==> config.mk <==
export PLATFORM = sky130hd
export DESIGN_NAME = xb_msg_bridge
export DESIGN_NICKNAME = d
export VERILOG_FILES = /design/src/rtl/xb_pkg.sv /design/src/rtl/xb_msg_bridge_sync_fifo.sv /design/src/rtl/xb_msg_bridge.sv
export SDC_FILE = /design/constraint.sdc
export NUM_CORES = 1
export LEC_CHECK = 0
export BUFFER_PORTS_ARGS = -buffer_cell sky130_fd_sc_hd__buf_2
export CAP_MARGIN = 5
export CORE_UTILIZATION = 45
export CTS_CLUSTER_SIZE = 16
export DETAILED_ROUTE_END_ITERATION = 8
export GPL_ROUTABILITY_DRIVEN = 0
export PLACE_DENSITY = 0.58
export SYNTH_ARGS = -nofsm -noshare
export SYNTH_HDL_FRONTEND = slang
export SYNTH_HIERARCHICAL = 1
export SYNTH_SLANG_ARGS = --single-unit
==> constraint.sdc <==
create_clock -name clk -period 4.8 [get_ports clk]
set_input_delay 0.24 -clock clk [delete_from_list [all_inputs] [get_ports clk]]
set_output_delay 0.24 -clock clk [all_outputs]
set_load 0.01 [all_outputs]
==> src/rtl/xb_pkg.sv <==
// Shared constants for the PC<->FPGA message bridge: default message width
// and the bit positions of the sticky error flags.
package xb_pkg;

  localparam int XB_SIZE_DEFAULT = 32;

  localparam int ERR_W        = 4;
  localparam int ERR_PC_OVF   = 0;
  localparam int ERR_PC_UDF   = 1;
  localparam int ERR_FPGA_OVF = 2;
  localparam int ERR_FPGA_UDF = 3;

endpackage

==> src/rtl/xb_msg_bridge_sync_fifo.sv <==
// Show-ahead synchronous FIFO with a separately tracked count, registered
// flags, a full threshold lowered by SLACK, and overflow/underflow strobes.
module sync_fifo #(
  parameter int WIDTH      = 32,
  parameter int DEPTH_LOG2 = 4,
  parameter int SLACK      = 1
) (
  input  logic                  clk,
  input  logic                  rst_n,
  input  logic                  wr_en,
  input  logic [WIDTH-1:0]      wr_data,
  output logic                  full,
  input  logic                  rd_en,
  output logic [WIDTH-1:0]      rd_data,
  output logic                  empty,
  output logic [DEPTH_LOG2:0]   level,
  output logic                  ovf,
  output logic                  udf
);

  localparam int DEPTH   = 1 << DEPTH_LOG2;
  localparam int FULL_TH = DEPTH - SLACK;
  localparam logic [DEPTH_LOG2:0]   CNT_MAX  = DEPTH[DEPTH_LOG2:0];
  localparam logic [DEPTH_LOG2:0]   CNT_FULL = FULL_TH[DEPTH_LOG2:0];
  localparam logic [DEPTH_LOG2-1:0] PTR_ONE  = {{(DEPTH_LOG2-1){1'b0}}, 1'b1};

  logic [WIDTH-1:0]      mem [DEPTH];
  logic [DEPTH_LOG2-1:0] wr_ptr, rd_ptr;
  logic [DEPTH_LOG2:0]   count, count_nxt;
  logic                  wr_acc, rd_acc;
  logic                  full_q, empty_q;

  // Acceptance looks only at the registered count, so a pop cannot make room
  // for a push in the same cycle when the FIFO is completely full.
  always_comb begin
    wr_acc    = wr_en && (count < CNT_MAX);
    rd_acc    = rd_en && (count != '0);
    ovf       = wr_en && (count == CNT_MAX);
    udf       = rd_en && (count == '0);
    count_nxt = count + {{DEPTH_LOG2{1'b0}}, wr_acc} - {{DEPTH_LOG2{1'b0}}, rd_acc};
  end

  always_ff @(posedge clk or negedge rst_n) begin
    if (!rst_n) begin
      wr_ptr  <= '0;
      rd_ptr  <= '0;
      count   <= '0;
      full_q  <= 1'b0;
      empty_q <= 1'b1;
    end else begin
      if (wr_acc) wr_ptr <= wr_ptr + PTR_ONE;
      if (rd_acc) rd_ptr <= rd_ptr + PTR_ONE;
      count   <= count_nxt;
      full_q  <= (count_nxt >= CNT_FULL);
      empty_q <= (count_nxt == '0);
    end
  end

  always_ff @(posedge clk) begin
    if (wr_acc) mem[wr_ptr] <= wr_data;
  end

  assign rd_data = mem[rd_ptr];
  assign full    = full_q;
  assign empty   = empty_q;
  assign level   = count;

endmodule

==> src/rtl/xb_msg_bridge.sv <==
// Host-side endpoint of the PC<->FPGA message channel: two independent
// show-ahead FIFOs plus sticky protocol-error flags.
module xb_msg_bridge
  import xb_pkg::*;
#(
  parameter int XB_SIZE    = XB_SIZE_DEFAULT,
  parameter int DEPTH_LOG2 = 4,
  parameter int SLACK      = 1
) (
  input  logic                  clk,
  input  logic                  reset,
  input  logic                  pc_wr_en,
  input  logic [XB_SIZE-1:0]    pc_wr_data,
  output logic                  pc_wr_full,
  output logic                  pc_msg_empty,
  input  logic                  pc_msg_ack,
  output logic [XB_SIZE-1:0]    pc_msg,
  output logic                  fpga_msg_full,
  input  logic                  fpga_msg_valid,
  input  logic [XB_SIZE-1:0]    fpga_msg,
  output logic                  fpga_rd_empty,
  input  logic                  fpga_rd_en,
  output logic [XB_SIZE-1:0]    fpga_rd_data,
  output logic [DEPTH_LOG2:0]   pc_level,
  output logic [DEPTH_LOG2:0]   fpga_level,
  output logic [3:0]            err
);

  logic             pc_ovf, pc_udf, fpga_ovf, fpga_udf;
  logic [ERR_W-1:0] err_set, err_q;

  sync_fifo #(.WIDTH(XB_SIZE), .DEPTH_LOG2(DEPTH_LOG2), .SLACK(SLACK)) u_pc_fifo (
    .clk     (clk),
    .rst_n   (reset),
    .wr_en   (pc_wr_en),
    .wr_data (pc_wr_data),
    .full    (pc_wr_full),
    .rd_en   (pc_msg_ack),
    .rd_data (pc_msg),
    .empty   (pc_msg_empty),
    .level   (pc_level),
    .ovf     (pc_ovf),
    .udf     (pc_udf)
  );

  sync_fifo #(.WIDTH(XB_SIZE), .DEPTH_LOG2(DEPTH_LOG2), .SLACK(SLACK)) u_fpga_fifo (
    .clk     (clk),
    .rst_n   (reset),
    .wr_en   (fpga_msg_valid),
    .wr_data (fpga_msg),
    .full    (fpga_msg_full),
    .rd_en   (fpga_rd_en),
    .rd_data (fpga_rd_data),
    .empty   (fpga_rd_empty),
    .level   (fpga_level),
    .ovf     (fpga_ovf),
    .udf     (fpga_udf)
  );

  always_comb begin
    err_set               = '0;
    err_set[ERR_PC_OVF]   = pc_ovf;
    err_set[ERR_PC_UDF]   = pc_udf;
    err_set[ERR_FPGA_OVF] = fpga_ovf;
    err_set[ERR_FPGA_UDF] = fpga_udf;
  end

  // Error flags only ever set; reset is the sole way to clear them.
  always_ff @(posedge clk or negedge reset) begin
    if (!reset) err_q <= '0;
    else        err_q <= err_q | err_set;
  end

  assign err = err_q;

endmodule

==> qor.json <==
{
  "syn-mean-instance-area_um2": 20.3,
  "ys_async_sr_fraction_pct": 3.21,
  "drv.max_cap_violation_count": 0,
  "cts_root_buf": "sky130_fd_sc_hd__clkbuf_16",
  "synthesized_instance_count": 2024,
  "timing.critical_path.depth": 7,
  "antenna_violating_nets_post_route": 0,
  "critical_path.startpoint_type": "flip-flop",
  "max_clock_freq_mhz": 258,
  "io_buffers": 151,
  "nFillCells": 7000,
  "post_synth_main_area_contributors": "sky130_fd_sc_hd__edfxtp_1 75%, sky130_fd_sc_hd__mux4_2 6.8%, sky130_fd_sc_hd__mux2i_1 6.2%, sky130_fd_sc_hd__a221oi_1 2.7%, sky130_fd_sc_hd__dfrtp_1 1.9%",
  "post_synthesis_cell_area_um2": 41100,
  "timing.setup.critical_path_class": "reg -> out",
  "period_minus_slack_ps": 3880,
  "vias_per_cell": 5.74,
  "post_synth_most_frequent_cells": "1024 x sky130_fd_sc_hd__edfxtp_1, 256 x sky130_fd_sc_hd__mux2i_1, 128 x sky130_fd_sc_hd__a221oi_1",
  "status": "finished, final reports clean",
  "worst_ir_drop_vdd_mv": 0.430,
  "fraction_of_met1_tracks_used_by_global_routing_pct": 27.6,
  "drive_above_1_share_pct": 22.1,
  "fin_skew_ps": 29.5,
  "timing.final.setup_violations": 0,
  "clk_latency_ps": 690,
  "ctsHtreeMaxLevel": 3,
  "worst_slew_margin_rel_pct": 24.7,
  "worst_ep_arrival_time_ps": 3640,
  "worst_setup_hold_path_clk_slew_ps": 60,
  "synth_cell_type_count": 36,
  "timing.critical_path.slowest_cell_delay_ps": 770,
  "wl_per_cell_um": 26.2,
  "critical_path.n_buffers_inverters": 3,
  "global_route.overflow_total": 0,
  "layout-area-overhead-vs-synth_pct": 15.6,
  "antenna_found_initial": 7,
  "count_of_synthesis_stage_warnings_from_yosys": 6,
  "synth_top_area_share_pct": 74.9,
  "firstDrtPassIters": 5,
  "power-per-cell-area_nw_per_um2": 593,
  "post-route-period-util_pct": 80.9,
  "critical-path-slowest-cell": "sky130_fd_sc_hd__buf_4",
  "timing.critical_path.from": "u_fpga_fifo/rd_ptr[1]",
  "reg2regPathDepth": 10,
  "vias_in_the_first_global_route": 21000,
  "groute.layer.met2.usage_pct": 34.2,
  "synth_ff_type": "sky130_fd_sc_hd__edfxtp_1",
  "first_pass_grt_wire_length_um": 138000,
  "required_time_worst_endpoint_ps": 4560,
  "initial_utilization_pct": 45.6,
  "grt_usage_pct": 20.4,
  "worst_setup_path_endpoint": "fpga_rd_data[16]",
  "cts_num_sinks": 1058,
  "final_nets": 2389,
  "max-clock-path-buffers": 3,
  "cp_max_fo": 54,
  "netlist.top_cell.by_area": "sky130_fd_sc_hd__edfxtp_1",
  "number_of_synthesized_flops_with_an_enable_pin": 1024,
  "cellLeakagePower_nw": 16.2,
  "rsz0062_at_grt": "false",
  "detailroute.via_count": 20500,
  "most_crowded_layer_gr": "met2",
  "slew_viol_final": 0,
  "critical_path.top_delay_family": "buffers and inverters",
  "worstPathCellList": "buf_4, nor2b_4, buf_12, a221oi_1, o21ai_0, nand2_1, buf_2",
  "timing.critical_path.to_type": "primary output",
  "postSynthRegisterBits": 1058,
  "die_area_um2": 92500,
  "critical_path.reg2reg.endpoint": "u_pc_fifo/empty",
  "crit-reg2reg-launch": "u_pc_fifo/level[2]",
  "routed_wirelength_um": 93500,
  "core_area_um2": 90100,
  "synth_sequential_area_ratio_pct": 76.9,
  "setup-tns-final_ps": 0,
  "hold-worst-slack_ps": 223,
  "grt_max_degree": 65,
  "tritoncts.num_buffers": 108,
  "min_delay_worst_type": "in -> async",
  "fp-row-count": 110,
  "ios": 152,
  "met3_routing_resource_usage_after_global_routing_pct": 3.23,
  "cts_setup_buffers": 0,
  "clock_tree_from_tritoncts": "yes",
  "place.detailed.hpwl_um": 51200,
  "finalHoldViolations": 0,
  "drcViolationCount": 0,
  "synth.net_count": 2118,
  "yosysMostFrequentCell": "sky130_fd_sc_hd__edfxtp_1",
  "detailedRoute.firstIterationViolations": 1610,
  "dieHeight_um": 304,
  "reg2reg_setup_slack_ps": 1680,
  "worstMarginPinSlew_ps": 1130,
  "die_w_um": 304
}
-- metal layers --
layer,wire length (µm),vias to the layer above
li1,-,8975
met1,39900,10800
met2,46900,552
met3,4620,127
met4,2030,6
met5,32,-
-- kinds of logic after synthesis --
kind of cell    after synthesis  synth area share [%]
simple gates                140                  1.68
mux                         386                  13.3
xor+xnor                     20                 0.426
buf+inv                     128                  1.97
flops                      1058                  76.9
fa+ha+maj                    24                 0.768
compound gates              268                  4.87
-- through the flow --
step	cells	cell area (µm²)	power [mW]	utilization, %	worst slack, ps
2_1_floorplan	2024	41100	17.1	-	2080
3_3_place_gp	3292	43100	19.7	47.8	1670
3_5_place_dp	3292	43100	19.8	47.8	1610
4_1_cts	3566	47500	28.4	52.6	906
5_1_grt	3569	47500	29.4	52.7	720
6_report	3570	47500	28.1	52.7	918
-- state kept, by name (all words and copies together) (netlist names) --
signal	cells
u_pc_fifo/rd_ptr	4
u_pc_fifo/mem	512
u_pc_fifo/wr_ptr	4
u_fpga_fifo/rd_ptr	4
u_pc_fifo/level	5
u_pc_fifo/full	1
u_fpga_fifo/full	1
u_pc_fifo/empty	1
u_fpga_fifo/level	5
u_fpga_fifo/mem	512
u_fpga_fifo/wr_ptr	4
u_fpga_fifo/empty	1
err	4
-- layout make-up --
type                    instances  area [µm²]  share of cell area, %
multi-input cells             838        8720                   18.4
diodes                          4        10.0                 0.0211
clock inverters                65         787                   1.66
clock buffers                 140        2880                   6.07
well taps                    1176        1470                   3.10
inverters                      18        67.6                  0.142
repair buffers                271        1900                   4.01
flip-flops and latches       1058       31600                   66.6
-- repair_timing --
item | CTS | global route
gates resized for setup | 0 | 0
hold buffers | 69 | 0
endpoints found under the setup margin | 0 | 0
endpoints found under the hold margin | 1061 | 0
-- worst register-to-register path, delay by kind of cell (launching register included) --
kind | cells | cell delay [ps]
flip-flops | 1 | 390
adder cells (fa/ha/maj) | 4 | 1220
AND/OR/NAND/NOR | 4 | 1290
buffers and inverters | 2 | 140
-- worst min-delay path by stage --
stage / cells past startpoint / to / slack, ps / startpoint
after floorplan: 0 / err[0] / -60 / reset
after global placement: 1 / u_fpga_fifo/full / 400 / reset
after detailed placement: 1 / u_fpga_fifo/full / 420 / reset
after CTS: 2 / u_fpga_fifo/rd_ptr[1] / 220 / reset
after global routing: 2 / u_fpga_fifo/rd_ptr[1] / 270 / reset
final: 2 / err[2] / 220 / reset
-- report_power, final --
group          internal [mW]  leakage [nW]  total, mW  switching, mW
Sequential              10.9          9.62       11.4          0.540
Combinational           3.37          4.76       8.20           4.83
Clock                   5.02          1.78       8.54           3.52
Total                   19.2          16.2       28.1           8.89
-- layout by cell type, fill, tap and decap left out, types with 6 or more instances in the layout --
cell type                       instances
sky130_fd_sc_hd__and2_2                34
sky130_fd_sc_hd__a221oi_1             128
sky130_fd_sc_hd__clkbuf_8               6
sky130_fd_sc_hd__buf_4                 45
sky130_fd_sc_hd__clkbuf_1              26
sky130_fd_sc_hd__xor2_1                 8
sky130_fd_sc_hd__mux4_2               124
sky130_fd_sc_hd__buf_12                 6
sky130_fd_sc_hd__dlygate4sd3_1         69
sky130_fd_sc_hd__mux2i_1              256
sky130_fd_sc_hd__dfrtp_1               26
sky130_fd_sc_hd__edfxtp_1            1024
sky130_fd_sc_hd__nand2_1               72
sky130_fd_sc_hd__a22oi_1               64
sky130_fd_sc_hd__clkinv_2              15
sky130_fd_sc_hd__ha_1                  22
sky130_fd_sc_hd__o21ai_0               66
sky130_fd_sc_hd__clkinv_1              23
sky130_fd_sc_hd__clkbuf_16            108
sky130_fd_sc_hd__inv_1                 18
sky130_fd_sc_hd__buf_2                151
sky130_fd_sc_hd__xnor2_1               12
sky130_fd_sc_hd__bufinv_16             14
No activity file was read; power rests on OpenSTA's default activity.
